===== src/rtl/otter_lsu_split_if.sv =====
// Bus bundle between the pipeline MEM stage, the load/store unit and
// data port 2 of the OTTER memory.
interface otter_lsu_split_if;
    // pipeline request
    logic        req_valid;
    logic        req_ready;
    logic        req_we;
    logic [31:0] req_addr;
    logic [31:0] req_wdata;
    logic [1:0]  req_size;
    logic        req_sign;
    // pipeline response
    logic        rsp_valid;
    logic [31:0] rsp_rdata;
    logic        rsp_err;
    // memory data port 2
    logic [31:0] mem_addr2;
    logic [31:0] mem_din2;
    logic        mem_write2;
    logic        mem_read2;
    logic [1:0]  mem_size;
    logic        mem_sign;
    logic [31:0] mem_dout2;

    // LSU side: takes requests, initiates memory operations
    modport master (
        input  req_valid, req_we, req_addr, req_wdata, req_size, req_sign, mem_dout2,
        output req_ready, rsp_valid, rsp_rdata, rsp_err,
        output mem_addr2, mem_din2, mem_write2, mem_read2, mem_size, mem_sign
    );

    // pipeline + memory side
    modport slave (
        output req_valid, req_we, req_addr, req_wdata, req_size, req_sign, mem_dout2,
        input  req_ready, rsp_valid, rsp_rdata, rsp_err,
        input  mem_addr2, mem_din2, mem_write2, mem_read2, mem_size, mem_sign
    );
endinterface


===== src/rtl/otter_lsu_split.sv =====
// Load/store initiator for OTTER data port 2. Aligned / non-word-crossing
// accesses go out as one memory op; word-crossing accesses are split into
// sequential byte ops and reassembled little-endian. MMIO is never split.
module otter_lsu_split #(
    parameter int unsigned MEM_BYTES = 65536,
    parameter logic [31:0] IO_BASE   = 32'h1100_0000
) (
    input  logic              clk_i,
    input  logic              rst_n_i,
    otter_lsu_split_if.master bus
);

    typedef enum logic [1:0] {S_IDLE, S_ISSUE, S_WAIT} state_t;

    localparam logic [32:0] MEM_LIMIT = 33'(MEM_BYTES);
    localparam logic [32:0] IO_LIMIT  = {1'b0, IO_BASE};

    state_t      state_q, state_d;
    logic [1:0]  k_q, k_d;            // index of the op currently on the bus
    logic [1:0]  nlast_q, nlast_d;    // index of the final op (N-1)
    logic        split_q, split_d;
    logic        we_q, we_d;
    logic        sign_q, sign_d;
    logic [1:0]  size_q, size_d;
    logic [31:0] addr_q, addr_d;
    logic [31:0] wdata_q, wdata_d;
    logic [31:0] acc_q, acc_d;        // byte accumulator for split loads

    logic [31:0] mem_addr2_q, mem_addr2_d;
    logic [31:0] mem_din2_q, mem_din2_d;
    logic        mem_write2_q, mem_write2_d;
    logic        mem_read2_q, mem_read2_d;
    logic [1:0]  mem_size_q, mem_size_d;
    logic        mem_sign_q, mem_sign_d;
    logic        rsp_valid_q, rsp_valid_d;
    logic [31:0] rsp_rdata_q, rsp_rdata_d;
    logic        rsp_err_q, rsp_err_d;

    // request decode (only meaningful in IDLE)
    logic [1:0]  req_span;
    logic [32:0] req_last_byte;
    logic        req_io, req_err, req_cross;
    logic [1:0]  req_nlast;

    // split-load byte capture and final assembly
    logic [1:0]  cap_idx;
    logic [31:0] acc_cap;
    logic [31:0] split_result;
    logic [1:0]  k_inc;

    // Classify the incoming request: range/size error, MMIO, word crossing
    always_comb begin
        case (bus.req_size)
            2'd0:    req_span = 2'd0;
            2'd1:    req_span = 2'd1;
            default: req_span = 2'd3;
        endcase
        req_io        = (bus.req_addr >= IO_BASE);
        req_last_byte = {1'b0, bus.req_addr} + {31'b0, req_span};
        req_err       = (bus.req_size == 2'd3) ||
                        (!req_io && ((req_last_byte >= MEM_LIMIT) || (req_last_byte >= IO_LIMIT)));
        req_cross     = !req_io &&
                        (((bus.req_size == 2'd1) && (bus.req_addr[1:0] == 2'd3)) ||
                         ((bus.req_size == 2'd2) && (bus.req_addr[1:0] != 2'd0)));
        if (!req_cross)
            req_nlast = 2'd0;
        else if (bus.req_size == 2'd1)
            req_nlast = 2'd1;
        else
            req_nlast = 2'd3;
    end

    // Merge the byte returned for the previous read op into the accumulator
    always_comb begin
        cap_idx = (state_q == S_ISSUE) ? (k_q - 2'd1) : k_q;
        acc_cap = acc_q;
        acc_cap[{cap_idx, 3'b000} +: 8] = bus.mem_dout2[7:0];
        if (size_q == 2'd1)
            split_result = sign_q ? {16'b0, acc_cap[15:0]} : {{16{acc_cap[15]}}, acc_cap[15:0]};
        else
            split_result = acc_cap;
    end

    // Next-state and registered-output logic of the issue FSM
    always_comb begin
        state_d      = state_q;
        k_d          = k_q;
        nlast_d      = nlast_q;
        split_d      = split_q;
        we_d         = we_q;
        sign_d       = sign_q;
        size_d       = size_q;
        addr_d       = addr_q;
        wdata_d      = wdata_q;
        acc_d        = acc_q;
        mem_addr2_d  = mem_addr2_q;
        mem_din2_d   = mem_din2_q;
        mem_size_d   = mem_size_q;
        mem_sign_d   = mem_sign_q;
        mem_write2_d = 1'b0;
        mem_read2_d  = 1'b0;
        rsp_valid_d  = 1'b0;
        rsp_err_d    = 1'b0;
        rsp_rdata_d  = rsp_rdata_q;
        k_inc        = k_q + 2'd1;

        case (state_q)
            S_IDLE: begin
                if (bus.req_valid) begin
                    if (req_err) begin
                        rsp_valid_d = 1'b1;
                        rsp_err_d   = 1'b1;
                    end else begin
                        state_d      = S_ISSUE;
                        k_d          = 2'd0;
                        nlast_d      = req_nlast;
                        split_d      = req_cross;
                        we_d         = bus.req_we;
                        sign_d       = bus.req_sign;
                        size_d       = bus.req_size;
                        addr_d       = bus.req_addr;
                        wdata_d      = bus.req_wdata;
                        acc_d        = 32'b0;
                        mem_addr2_d  = bus.req_addr;
                        mem_write2_d = bus.req_we;
                        mem_read2_d  = !bus.req_we;
                        if (req_cross) begin
                            mem_size_d = 2'd0;
                            mem_sign_d = 1'b1;
                            mem_din2_d = {24'b0, bus.req_wdata[7:0]};
                        end else begin
                            mem_size_d = req_io ? 2'd2 : bus.req_size;
                            mem_sign_d = bus.req_sign;
                            mem_din2_d = bus.req_wdata;
                        end
                    end
                end
            end
            S_ISSUE: begin
                if (!we_q && (k_q != 2'd0))
                    acc_d = acc_cap;
                if (k_q != nlast_q) begin
                    k_d          = k_inc;
                    mem_addr2_d  = addr_q + {30'b0, k_inc};
                    mem_din2_d   = {24'b0, wdata_q[{k_inc, 3'b000} +: 8]};
                    mem_write2_d = we_q;
                    mem_read2_d  = !we_q;
                end else if (we_q) begin
                    state_d     = S_IDLE;
                    rsp_valid_d = 1'b1;
                end else begin
                    state_d = S_WAIT;
                end
            end
            S_WAIT: begin
                state_d     = S_IDLE;
                rsp_valid_d = 1'b1;
                acc_d       = acc_cap;
                rsp_rdata_d = split_q ? split_result : bus.mem_dout2;
            end
            default: state_d = S_IDLE;
        endcase
    end

    // State and output registers; reset aborts any op in flight
    always_ff @(posedge clk_i or negedge rst_n_i) begin
        if (!rst_n_i) begin
            state_q      <= S_IDLE;
            k_q          <= 2'd0;
            nlast_q      <= 2'd0;
            split_q      <= 1'b0;
            we_q         <= 1'b0;
            sign_q       <= 1'b0;
            size_q       <= 2'd0;
            addr_q       <= 32'b0;
            wdata_q      <= 32'b0;
            acc_q        <= 32'b0;
            mem_addr2_q  <= 32'b0;
            mem_din2_q   <= 32'b0;
            mem_write2_q <= 1'b0;
            mem_read2_q  <= 1'b0;
            mem_size_q   <= 2'd0;
            mem_sign_q   <= 1'b0;
            rsp_valid_q  <= 1'b0;
            rsp_rdata_q  <= 32'b0;
            rsp_err_q    <= 1'b0;
        end else begin
            state_q      <= state_d;
            k_q          <= k_d;
            nlast_q      <= nlast_d;
            split_q      <= split_d;
            we_q         <= we_d;
            sign_q       <= sign_d;
            size_q       <= size_d;
            addr_q       <= addr_d;
            wdata_q      <= wdata_d;
            acc_q        <= acc_d;
            mem_addr2_q  <= mem_addr2_d;
            mem_din2_q   <= mem_din2_d;
            mem_write2_q <= mem_write2_d;
            mem_read2_q  <= mem_read2_d;
            mem_size_q   <= mem_size_d;
            mem_sign_q   <= mem_sign_d;
            rsp_valid_q  <= rsp_valid_d;
            rsp_rdata_q  <= rsp_rdata_d;
            rsp_err_q    <= rsp_err_d;
        end
    end

    assign bus.req_ready  = (state_q == S_IDLE);
    assign bus.mem_addr2  = mem_addr2_q;
    assign bus.mem_din2   = mem_din2_q;
    assign bus.mem_write2 = mem_write2_q;
    assign bus.mem_read2  = mem_read2_q;
    assign bus.mem_size   = mem_size_q;
    assign bus.mem_sign   = mem_sign_q;
    assign bus.rsp_valid  = rsp_valid_q;
    assign bus.rsp_rdata  = rsp_rdata_q;
    assign bus.rsp_err    = rsp_err_q;

endmodule

===== src/flat_wrapper.sv =====
// flat-port wrapper written by rule: the top's interface ports become plain ports
module otter_lsu_split_flat 
#(
    parameter int unsigned MEM_BYTES = 65536,
    parameter logic [31:0] IO_BASE   = 32'h1100_0000
)
  (clk_i, rst_n_i, bus_req_valid, bus_req_we, bus_req_addr, bus_req_wdata, bus_req_size, bus_req_sign, bus_mem_dout2, bus_req_ready, bus_rsp_valid, bus_rsp_rdata, bus_rsp_err, bus_mem_addr2, bus_mem_din2, bus_mem_write2, bus_mem_read2, bus_mem_size, bus_mem_sign);
  otter_lsu_split_if bus_i ();
  input  logic clk_i;
  input  logic rst_n_i;
  input wire logic [$bits(bus_i.req_valid)-1:0] bus_req_valid;
  input wire logic [$bits(bus_i.req_we)-1:0] bus_req_we;
  input wire logic [$bits(bus_i.req_addr)-1:0] bus_req_addr;
  input wire logic [$bits(bus_i.req_wdata)-1:0] bus_req_wdata;
  input wire logic [$bits(bus_i.req_size)-1:0] bus_req_size;
  input wire logic [$bits(bus_i.req_sign)-1:0] bus_req_sign;
  input wire logic [$bits(bus_i.mem_dout2)-1:0] bus_mem_dout2;
  output wire logic [$bits(bus_i.req_ready)-1:0] bus_req_ready;
  output wire logic [$bits(bus_i.rsp_valid)-1:0] bus_rsp_valid;
  output wire logic [$bits(bus_i.rsp_rdata)-1:0] bus_rsp_rdata;
  output wire logic [$bits(bus_i.rsp_err)-1:0] bus_rsp_err;
  output wire logic [$bits(bus_i.mem_addr2)-1:0] bus_mem_addr2;
  output wire logic [$bits(bus_i.mem_din2)-1:0] bus_mem_din2;
  output wire logic [$bits(bus_i.mem_write2)-1:0] bus_mem_write2;
  output wire logic [$bits(bus_i.mem_read2)-1:0] bus_mem_read2;
  output wire logic [$bits(bus_i.mem_size)-1:0] bus_mem_size;
  output wire logic [$bits(bus_i.mem_sign)-1:0] bus_mem_sign;
  assign bus_i.req_valid = bus_req_valid;
  assign bus_i.req_we = bus_req_we;
  assign bus_i.req_addr = bus_req_addr;
  assign bus_i.req_wdata = bus_req_wdata;
  assign bus_i.req_size = bus_req_size;
  assign bus_i.req_sign = bus_req_sign;
  assign bus_i.mem_dout2 = bus_mem_dout2;
  assign bus_req_ready = bus_i.req_ready;
  assign bus_rsp_valid = bus_i.rsp_valid;
  assign bus_rsp_rdata = bus_i.rsp_rdata;
  assign bus_rsp_err = bus_i.rsp_err;
  assign bus_mem_addr2 = bus_i.mem_addr2;
  assign bus_mem_din2 = bus_i.mem_din2;
  assign bus_mem_write2 = bus_i.mem_write2;
  assign bus_mem_read2 = bus_i.mem_read2;
  assign bus_mem_size = bus_i.mem_size;
  assign bus_mem_sign = bus_i.mem_sign;
  otter_lsu_split #(.MEM_BYTES(MEM_BYTES), .IO_BASE(IO_BASE)) u_core (.clk_i(clk_i), .rst_n_i(rst_n_i), .bus(bus_i));
endmodule

===== config.mk =====
export PLATFORM = sky130hd
export DESIGN_NAME = otter_lsu_split_flat
export DESIGN_NICKNAME = d
export VERILOG_FILES = /design/src/rtl/otter_lsu_split_if.sv /design/src/rtl/otter_lsu_split.sv /design/src/flat_wrapper.sv
export SDC_FILE = /design/constraint.sdc
export NUM_CORES = 1
export LEC_CHECK = 0
export BUFFER_PORTS_ARGS = -buffer_cell sky130_fd_sc_hd__buf_2
export CAP_MARGIN = 20
export CORE_MARGIN = 2
export CORE_UTILIZATION = 45
export DETAILED_ROUTE_END_ITERATION = 16
export PLACE_DENSITY = 0.65
export SYNTH_ARGS = -nofsm -noshare
export SYNTH_HDL_FRONTEND = slang
export SYNTH_SLANG_ARGS = --single-unit

===== constraint.sdc =====
create_clock -name clk_i -period 4.57 [get_ports clk_i]
set_input_delay 0.914 -clock clk_i [delete_from_list [all_inputs] [get_ports clk_i]]
set_output_delay 0.914 -clock clk_i [all_outputs]
set_load 0.005 [all_outputs]

# == Yosys cells after proc, flatten, opt, wreduce, memory -nomap -nowiden ==
# Cells that the tools add are included.
# totals
ff_bits,210
in_bits,103
output_inout_bits,104
word_cells,112
# classes
add_sub_neg,5
magnitude_cmp,3
eq_ne,13
shifts,3
n_mux,47
bitwise_logic,1
reduce_logical,21
# op_table
cell,n
2-to-1 mux 32 bit,13
one-hot mux 32 bit (2 select lines),2
one-hot mux 32 bit (3 select lines),1
adder 32 x 2 -> 33 bit,1
"greater-or-equal comparator 33 x 17 -> 1 bit, second input constant",1
"greater-or-equal comparator 33 x 29 -> 1 bit, second input constant",1
adder 32 x 2 -> 32 bit,1
bitwise mux 32 bit,1
"greater-or-equal comparator 32 x 29 -> 1 bit, second input constant",1
"variable shift 8 x 7 -> 32 bit, first input constant",1
indexed part select 32 x 6 -> 8 bit,1
indexed part select 8 x 7 -> 32 bit,1
2-to-1 mux 2 bit,12
2-to-1 mux 1 bit,12
one-hot mux 2 bit (2 select lines),3
"inequality test 2 bit, second input constant",5
"== test 2 bit, second input constant",4
AND reduction 4 bit,2
negator 5 -> 7 bit,1
"== test 2 x 1 -> 1 bit, second input constant",3
AND reduction 3 bit,2
nonzero test 2 bit,3
logical AND 1 bit,5
logical NOT 2 bit,2
other kinds (9),14

# == Logic depth before layout (Yosys ltp) ==
# Gate-level depths: netlist of the first run.
# depth
ltp_word,10
depth_mapped,16
mapped_depth_nobuf,13

# == Worst setup path before layout of the first run ==
# OpenSTA, ideal clock, no wires.
# synth_timing
kind,input -> register
startpoint,input bus_req_size[1]
endpoint,register u_core.k_q[0]
setup_ns,0.128
arrival_time_ns,4.186
t_required_ns,4.442
setup_slack_ns,0.256
cell_stages,15
n_path_buf,2
cell_sequence,inv_1 nand2_1 ha_1 inv_1 fa_1 nand3b_1 or4_1 or4_1 o32ai_1 o22ai_1 nor4_4 o21ai_1 buf_2 buf_2 mux2_1
# synth_via
elab_chain_len,9
word_cells_on_any_way,12
cone_classes,1 x add/sub; 2 x order compare; 3 x eq/ne; 1 x mux; 5 x reduce/logical
# synth_lines
item,line_no,source
start: declaration,flat_wrapper.sv:15,input wire logic [$bits(bus_i.req_size)-1:0] bus_req_size;
== test 2 x 1 -> 1 bit / logical NOT 2 bit (equally long branches),otter_lsu_split.sv:53,case (bus.req_size)
one-hot mux 2 bit (2 select lines),otter_lsu_split.sv:53,
adder 32 x 2 -> 33 bit,otter_lsu_split.sv:59,"req_last_byte = {1'b0, bus.req_addr} + {31'b0, req_span};"
greater-or-equal comparator 33 x 17 -> 1 bit / greater-or-equal comparator 33 x 29 -> 1 bit (equally long branches),otter_lsu_split.sv:61,(!req_io && ((req_last_byte >= MEM_LIMIT) || (req_last_byte >= IO_LIMIT)));
logical OR 1 bit,otter_lsu_split.sv:61,
logical AND 1 bit,otter_lsu_split.sv:61,
logical OR 1 bit *,otter_lsu_split.sv:60,req_err = (bus.req_size == 2'd3) ||
inequality test 2 bit (no source line) *,-,
AND reduction 4 bit (no source line) *,-,
end signal: assignment,otter_lsu_split.sv:189,k_q <= k_d;
end: declaration,otter_lsu_split.sv:19,"logic [1:0] k_q, k_d;"
# Every way passes the cells marked *; elsewhere a longest branch is shown, timed or not.
# A chain may end at the register's enable or synchronous reset.

# == Final worst setup path of the first run ==
# layout_timing
startpoint,input bus_req_size[0]
endpoint,register u_core.mem_din2_q[5] (netlist: u_core.bus.mem_din2[5])
# layout_via
elab_chain_len,9
word_cells_on_any_way,12
cone_classes,1 x add/sub; 2 x order compare; 3 x eq/ne; 1 x mux; 5 x reduce/logical
# layout_lines
item,line_no,source
== test 2 x 1 -> 1 bit / logical NOT 2 bit (equally long branches),otter_lsu_split.sv:53,
one-hot mux 2 bit (2 select lines),otter_lsu_split.sv:53,
adder 32 x 2 -> 33 bit,otter_lsu_split.sv:59,
greater-or-equal comparator 33 x 17 -> 1 bit / greater-or-equal comparator 33 x 29 -> 1 bit (equally long branches),otter_lsu_split.sv:61,
logical OR 1 bit,otter_lsu_split.sv:61,
logical AND 1 bit,otter_lsu_split.sv:61,
logical OR 1 bit *,otter_lsu_split.sv:60,
inequality test 2 bit (no source line) *,-,
AND reduction 4 bit (no source line) *,-,
end signal: assignment,otter_lsu_split.sv:199,mem_din2_q <= mem_din2_d;
end: declaration,otter_lsu_split.sv:30,"logic [31:0] mem_din2_q, mem_din2_d;"
# Marks and branches as above.

==> impl_metrics.toml, run 1 <==
[clocking]
cts_resized = 0
clk_pin_slew_ps = 60
h-tree-depth = 1
cts_made_buffers = 24
postCtsHoldBufs = 0
cts_tree = "done"
cts-root-buf = "clkbuf_16"
post-cts-setup-buffers = 0
clkLatencyLatePin_ps = 510
clockBufferDepth = 3
clkSinkCount = 209

[detailed_routing]
met2_length_mm = 12.22
drc = 0
route.met3.wl_mm = 1.662
routed_via_density = 5.355
firstDrtPassIters = 7
wl_met1_mm = 11.80
highest_layer = "met4"
wl_per_cell_um = 17.23
drtIter0Drc = 638
drt.antenna.violating_nets = 0
dr_total_vias = 8107
routed_wl_mm = 26.09

[final_layout]
syn2layout_area_growth_pct = 21.38
final_net_count = 1299
stdcell_count = 1514
post-route-cell-area_um2 = 12890
drive_above_1_share = 0.3224

[floorplanning]
die_w_um = 157.6
io_pins = 207
core.rowCount = 56
start_util = 0.4551
die-area_um2 = 24840
core_um2 = 23330
die_h_um = 157.6

[setup_path]
worst-path-max-fanout = 55
slowest_stage = "or4_1"
critPathMaxStageDelay_ps = 480
cp.arrival_ps = 4460
crit_family = "simple AND/OR/NAND/NOR gates"
crit_buf_inv = 5
cp-end-kind = "flop"
cp_cell_sequence = "buf_2, inv_1, nand2_1, ha_1, inv_1, fa_1, nand3b_1, or4_1, or4_1, o32ai_1, o22ai_1, nor4_4, buf_4, o21ai_4, buf_12, mux2_1"
crit_type = "in2reg"
crit_required_ps = 4950
startpoint_type = "primary input"

[global_route]
grt_max_degree = 144
grt_util_all_layers = 0.2109
grt_pass1_wl_mm = 42.10
gr-total-overflow = 0
grt_pass1_vias = 7937
antenna_found_initial = 1

[synthesis]
ys_top_cells_by_count = "209 x dfrtp_1, 105 x mux2_2, 73 x nor2_1"
synth_edf_count = 0
yosys_warnings = 0
synth_most_common_cell = "dfrtp_1"
synth_fp_nets = 1103
synth_cell_types = 55
yosysTopAreaCell = "dfrtp_1"
synth_ff_type = "dfrtp_1"
async_flop_share = 1.000
seq_area_frac_synth = 0.4926
syn_area_per_cell_um2 = 10.80
ys_ff_latch = 209
synth_top_area_share = 0.4926
synthCells = 983
synth.top_cells.by_area = "dfrtp_1 49%, mux2_2 11%, mux2_1 3.3%, a21oi_1 3.0%, mux2i_1 2.7%"
netlist_area_um2 = 10620

[sta]
finClkSkew_ps = 14.91
max_slew.worst_pin.slew_ps = 1087
report.final.slew_viol_count = 0
relSlewSlack = 0.2753
max_freq_mhz = 245.5
hold_viol_final = 0
fin_crit_ps = 4074
rsz0062_at_grt = "no"
tns_ps = 0
min_period_over_period = 0.8914
setup_viol = 0

[job]
cap_violations = 0

[status]
status = "finished clean"

[placement]
hpwl_mm = 18.37
finalWeightedCongestion = 0.8258
dpl_cell_area_um2 = 12070
io_buffers = 206
dp_cells = 1470

[power_and_ir_drop]
irDropWorstVdd_mv = 0.4237
p_leak_nw = 5.915
p_per_area_nw_per_um2 = 696.9
p_total_mw = 8.981

[min_path]
hold_class = "reg2reg"
==> per-stage QoR <==
step	utilization	hold slack, ps	worst slack (ps)
3_3_place_gp	0.5172	468.3	117.5
2_1_floorplan	-	456.5	256.5
3_5_place_dp	0.5172	475.0	20.08
4_1_cts	0.5507	489.3	557.0
5_1_grt	0.5523	500.9	286.6
6_report	0.5523	483.1	496.5
==> where the power goes <==
group	switching (mW)	internal (mW)	total, mW
Clock	0.732	1.17	1.91
Combinational	1.99	1.90	3.89
Sequential	0.503	2.69	3.19
Total	3.22	5.76	8.98
==> registers in the layout, summed over array words and instances (netlist names) <==
name,count
u_core.state_q,2
u_core.bus.mem_read2,1
u_core.bus.mem_size,2
u_core.size_q,2
u_core.wdata_q,32
u_core.k_q,2
u_core.sign_q,1
u_core.bus.mem_write2,1
u_core.acc_q,32
u_core.we_q,1
u_core.bus.rsp_valid,1
u_core.addr_q,32
u_core.nlast_q,2
u_core.bus.rsp_err,1
u_core.bus.rsp_rdata,32
u_core.bus.mem_din2,32
u_core.bus.mem_addr2,32
u_core.bus.mem_sign,1
==> cells by family (layout without fill, tap and decap cells) <==
group | count (synthesis) | after routing | synth area share
xor+xnor | 33 | 33 | 0.02722
fa+ha+maj | 17 | 17 | 0.02145
flops | 209 | 209 | 0.4926
compound gates | 183 | 183 | 0.1127
other cells | 0 | 1 | 0
simple gates | 250 | 250 | 0.1145
mux | 173 | 173 | 0.1885
buf+inv | 118 | 329 | 0.04301
==> area by class of cell <==
cell class                      count  area, um^2
Antenna cell                        1       2.502
Clock buffer                       37       710.7
Clock inverter                      4       72.57
Fill cell                        2100       10450
Inverter                           59       221.5
Multi-Input combinational cell    656        4967
Sequential cell                   209        5230
Tap cell                          319       399.1
Timing Repair Buffer              229        1284
==> final timing paths <==
check,from,end,slack [ps],depth (start not counted)
setup / recovery,bus_req_size[0],u_core.bus.mem_din2[5],500,16
hold / removal,u_core.bus.mem_addr2[30],u_core.bus.mem_addr2[30],480,1
setup reg to reg,u_core.k_q[1],u_core.bus.mem_addr2[26],1110,11
hold reg to reg,u_core.bus.mem_addr2[30],u_core.bus.mem_addr2[30],480,1
max in group asynchronous,rst_n_i,u_core.bus.mem_size[0],3010,2
min in group asynchronous,rst_n_i,u_core.bus.mem_din2[13],550,1
==> metal layers <==
layer,vias up,track usage
met2,233,0.3360
met1,3963,0.2996
met5,-,0
met3,27,0.04161
met4,0,0.04719
li1,3884,-
==> cell usage in the layout, fill, tap and decap left out, types with 6 or more instances in the layout <==
master,count
ha_1,13
clkbuf_16,25
nand2_1,61
mux2_2,105
o221ai_1,16
mux4_2,8
o21ai_0,25
inv_1,57
o2bb2ai_1,25
and4_1,6
dfrtp_1,209
mux2i_1,29
a22oi_1,25
a21oi_1,63
nor2b_1,23
nand3_1,33
xnor2_1,10
mux2_1,31
xor2_1,23
nand4_1,14
buf_4,18
buf_2,205
nor3_1,14
clkbuf_1,8
nor2_1,72
Power figures use the tool's default switching activity.
==> inputs of run 2 (changes only) <==
--- a/config.mk
+++ b/config.mk
@@ -9,6 +9,7 @@
 export CAP_MARGIN = 20
 export CORE_MARGIN = 2
 export CORE_UTILIZATION = 45
+export CTS_BUF_LIST = sky130_fd_sc_hd__clkbuf_8
 export DETAILED_ROUTE_END_ITERATION = 16
 export PLACE_DENSITY = 0.65
 export SYNTH_ARGS = -nofsm -noshare
==> run 2 against run 1 <==
Effect of this change:
- sequential power hardly changed
- cell count is 1.5% higher
- hold slack worse by 0.89 ps
- critical path depth stayed put
- clock power is 6% lower
- fmax is 0.27% higher
- via count is 0.65% higher
- combinational power hardly changed
- largest power group unchanged
==> impl_metrics.toml, run 2 (same netlist as run 1, synthesis figures left out) <==
[sta]
relSlewSlack = 0.2624
tns_ps = 0
max_slew.worst_pin.slew_ps = 1106
hold_viol_final = 0
fin_crit_ps = 4063
min_period_over_period = 0.8890
setup_viol = 0
finClkSkew_ps = 25.23
rsz0062_at_grt = "no"
max_freq_mhz = 246.2
report.final.slew_viol_count = 0
hold_slack_ps = 482.2

[floorplanning]
start_util = 0.4551
io_pins = 207
core_um2 = 23330
die-area_um2 = 24840
core.rowCount = 56
die_w_um = 157.6
die_h_um = 157.6

[setup_path]
crit_required_ps = 4950
startpoint_type = "primary input"
reg2reg_slack_ps = 1130
cp.arrival_ps = 4440
cp-end-kind = "flop"
crit_type = "in2reg"
worst-path-max-fanout = 55

[job]
cap_violations = 0

[placement]
hpwl_mm = 18.37
dp_cells = 1470
dpl_cell_area_um2 = 12070
io_buffers = 206
finalWeightedCongestion = 0.8258

[power_and_ir_drop]
p_leak_nw = 5.975
irDropWorstVdd_mv = 0.3660
p_per_area_nw_per_um2 = 688.7
p_total_mw = 8.868

[detailed_routing]
routed_wl_mm = 26.30
routed_via_density = 5.309
wl_per_cell_um = 17.11
dr_total_vias = 8160
firstDrtPassIters = 5
drc = 0
drtIter0Drc = 602
drt.antenna.violating_nets = 0

[clocking]
post-cts-setup-buffers = 0
cts_tree = "done"
clockBufferDepth = 3
cts-root-buf = "clkbuf_8"
cts_resized = 0
h-tree-depth = 2
clk_pin_slew_ps = 50
cts_made_buffers = 39
postCtsHoldBufs = 0
clkSinkCount = 209
clkLatencyLatePin_ps = 530

[global_route]
grt_pass1_wl_mm = 42.32
grt_pass1_vias = 8033
grt_max_degree = 144
grt_util_all_layers = 0.2132
gr-total-overflow = 0
antenna_found_initial = 1

[final_layout]
fillers = 2100
final_common_cell = "dfrtp_1"
post-route-cell-area_um2 = 12880
layout_common_cells = "209 x dfrtp_1, 205 x buf_2, 105 x mux2_2"
final_net_count = 1314
drive_above_1_share = 0.3320
stdcell_count = 1537
syn2layout_area_growth_pct = 21.28

[min_path]
hold_class = "reg2reg"

[status]
status = "finished clean"
[run 2: per-stage QoR]
stage	utilization	setup WS, ps
3_3_place_gp	0.5172	117.5
6_report	0.5519	507.4
2_1_floorplan	-	256.5
5_1_grt	0.5519	297.1
4_1_cts	0.5503	517.8
3_5_place_dp	0.5172	20.08
[run 2: area by class of cell]
type | count | area, um^2 | share of cell area
Inverter | 59 | 221.5 | 0.01720
Clock buffer | 47 | 646.9 | 0.05023
Timing Repair Buffer | 229 | 1284 | 0.09969
Sequential cell | 209 | 5230 | 0.4061
Multi-Input combinational cell | 656 | 4967 | 0.3857
Clock inverter | 17 | 126.4 | 0.009813
Tap cell | 319 | 399.1 | 0.03099
Antenna cell | 1 | 2.502 | 0.0001943
[run 2: power by group]
group	internal (mW)	switching [mW]	total (mW)
sequential	2.69	0.503	3.19
clock	1.04	0.761	1.80
combinational	1.90	1.98	3.88
[run 2: worst paths after layout]
path	startpoint	depth (start not counted)	end
worst max register to register	u_core.k_q[1]	11	u_core.bus.mem_addr2[26]
max in group asynchronous	rst_n_i	2	u_core.bus.mem_addr2[20]
worst min-delay path	u_core.bus.mem_addr2[30]	1	u_core.bus.mem_addr2[30]
worst max-delay path	bus_req_size[0]	16	u_core.bus.mem_din2[5]
worst min register to register	u_core.bus.mem_addr2[30]	1	u_core.bus.mem_addr2[30]
min in group asynchronous	rst_n_i	1	u_core.bus.mem_din2[13]
[run 2: layer usage]
metal / GRT usage / vias up / wire, um
met3: 0.04763 / 40 / 1725
met5: 0 / - / 0
met4: 0.05281 / 0 / 452
met1: 0.2965 / 3926 / 11830
li1: - / 3925 / -
met2: 0.3404 / 269 / 12290
[run 2: critical path: stages]
cell,delay (ps)
buf_2,110
inv_1,70
nand2_1,70
ha_1,150
inv_1,50
fa_1,370
nand3b_1,150
or4_1,480
or4_1,420
o32ai_1,130
o22ai_1,160
nor4_4,400
buf_4,240
o21ai_4,80
buf_12,220
mux2_1,360
==> inputs of run 3 (changes only) <==
==> constraint.sdc (replaced) <==
create_clock -name clk_i -period 4.57 [get_ports clk_i]
set_input_delay 0.457 -clock clk_i [delete_from_list [all_inputs] [get_ports clk_i]]
set_output_delay 0.457 -clock clk_i [all_outputs]
set_load 0.005 [all_outputs]
==> run 3 against run 2 <==
Effect of this change:
- largest cell class unchanged
- critical path type unchanged
- cell count unchanged
- sequential cell count unchanged
- clock power grew 5%
- power rose by 0.77%
- critical endpoint is now u_core.bus.mem_addr2[11]
- sequential share of layout area about the same
- sequential power about the same
==> impl_metrics.toml, run 3 (same netlist as run 1, synthesis figures left out) <==
[setup_path]
cp.arrival_ps = 4200
regToRegStartpoint = "u_core.k_q[1]"
startpoint_type = "primary input"
crit_required_ps = 4980
worst-path-max-fanout = 36
critPathMaxStageDelay_ps = 760
cp-end-kind = "flop"
cp_cell_sequence = "buf_2, inv_1, nand2_1, ha_1, inv_1, fa_1, nand3b_1, or4_1, nor3_1, nor3_1, o22ai_1, nor4_4, o21ai_4, buf_12, mux2_2"
crit_type = "in2reg"
slowest_stage = "o21ai_4"
rr_worst_depth = 12
reg2reg_slack_ps = 980
r2r-end = "u_core.bus.mem_addr2[31]"

[power_and_ir_drop]
p_per_area_nw_per_um2 = 694.6
p_total_mw = 8.937
p_leak_nw = 5.966
irDropWorstVdd_mv = 0.3201

[floorplanning]
core.rowCount = 56
core_um2 = 23330
die_h_um = 157.6
start_util = 0.4551
io_pins = 207
die-area_um2 = 24840
die_w_um = 157.6

[clocking]
cts_made_buffers = 39
cts_resized = 0
cts_tree = "done"
clkLatencyLatePin_ps = 520
h-tree-depth = 2
clockBufferDepth = 3
cts-root-buf = "clkbuf_8"
clk_pin_slew_ps = 60
clkSinkCount = 209

[global_route]
grt_util_all_layers = 0.2134
grt_max_degree = 114
grt_pass1_vias = 7933
gr-total-overflow = 0
grt_pass1_wl_mm = 42.03
antenna_found_initial = 1

[sta]
finClkSkew_ps = 11.09
rsz0062_at_grt = "no"
relSlewSlack = 0.3007
fin_crit_ps = 3788
report.final.slew_viol_count = 0
max_slew.worst_pin.slew_ps = 1049
max_freq_mhz = 264.0
setup_viol = 0
min_period_over_period = 0.8290
tns_ps = 0
hold_viol_final = 0

[final_layout]
layout_common_cells = "209 x dfrtp_1, 205 x buf_2, 105 x mux2_2"
final_net_count = 1309
stdcell_count = 1537
syn2layout_area_growth_pct = 21.18
multi_input_area_um2 = 4967
final_core_util = 0.5514
drive_above_1_share = 0.3320
final_common_cell = "dfrtp_1"
fillers = 2073
seq_area_um2 = 5230

[detailed_routing]
firstDrtPassIters = 6
dr_total_vias = 8120
drt.antenna.violating_nets = 0
drc = 0
routed_wl_mm = 26.39
wl_per_cell_um = 17.17
routed_via_density = 5.283
drtIter0Drc = 485

[placement]
io_buffers = 206
dp_cells = 1464
hpwl_mm = 18.18
finalWeightedCongestion = 0.8238

[min_path]
min_to = "u_core.wdata_q[1]"
hold_class = "in2reg"
hold_start = "bus_req_wdata[1]"
whs_path_depth = 2

[status]
status = "finished clean"

[job]
cap_violations = 0
## run 3: cell types whose count changed in the layout (fill, tap and decap cells not counted)
| cell | delta |
|---|---|
| clkinv_2 | +4 |
| buf_12 | -2 |
| buf_4 | -4 |
| dlygate4sd3_1 | +1 |
| clkbuf_8 | +3 |
| inv_1 | -1 |
| inv_6 | -1 |
## run 3: routing by layer
metal | vias to the layer above | share of wire | track usage
met5 | - | 0 | 0
li1 | 3915 | - | -
met3 | 48 | 0.062 | 0.04325
met1 | 3895 | 0.45 | 0.2960
met2 | 262 | 0.46 | 0.3410
met4 | 0 | 0.021 | 0.06190
## run 3: how the worst max path moves through the flow
stage	from	to	depth (start not counted)	slack (ps)
3_5_place_dp	bus_req_size[1]	u_core.bus.mem_addr2[2]	15	240
4_1_cts	u_core.k_q[1]	u_core.bus.rsp_rdata[31]	13	610
2_1_floorplan	u_core.k_q[0]	u_core.bus.rsp_rdata[29]	15	650
3_3_place_gp	bus_req_size[1]	u_core.bus.mem_addr2[10]	15	360
5_1_grt	bus_req_size[1]	u_core.bus.mem_din2[3]	15	550
6_report	bus_req_size[1]	u_core.bus.mem_addr2[11]	15	780
## run 3: what timing repair did
item / in CTS / in global routing
buffers inserted: 0 / 0
hold buffers: 1 / 0
endpoints found under the hold margin: 53 / 0
## run 3: layout make-up
| type | count | area share |
|---|---|---|
| flip-flops and latches | 209 | 0.4065 |
| clock inverters | 19 | 0.01041 |
| inverters | 59 | 0.01721 |
| repair buffers | 224 | 0.09511 |
| well taps | 319 | 0.03102 |
| clock buffers | 50 | 0.05349 |
| multi-input cells | 656 | 0.3861 |
| diodes | 1 | 0.0001945 |
## run 3: stage by stage
stage | area [um^2] | hold slack, ps | setup slack (ps)
after floorplan | 10620 | 161.4 | 645.7
final | 12870 | 157.8 | 781.6
after CTS | 12830 | 128.1 | 608.8
after global routing | 12870 | 147.9 | 548.3
after detailed placement | 12000 | 474.3 | 236.2
after global placement | 12000 | 467.9 | 361.3
## run 3: power by group
group / internal (mW) / leakage [nW] / switching (mW) / total [mW]
combinational: 1.87 / 2.95 / 2.00 / 3.87
sequential: 2.69 / 2.55 / 0.499 / 3.19
clock: 1.09 / 0.466 / 0.791 / 1.89
## run 3: worst max-delay path, delay by kind of cell
family / cells / cell delay, ps
mux: 1 / 370
compound gates: 2 / 1030
buf+inv: 4 / 640
simple gates: 6 / 1100
fa+ha+maj: 2 / 580
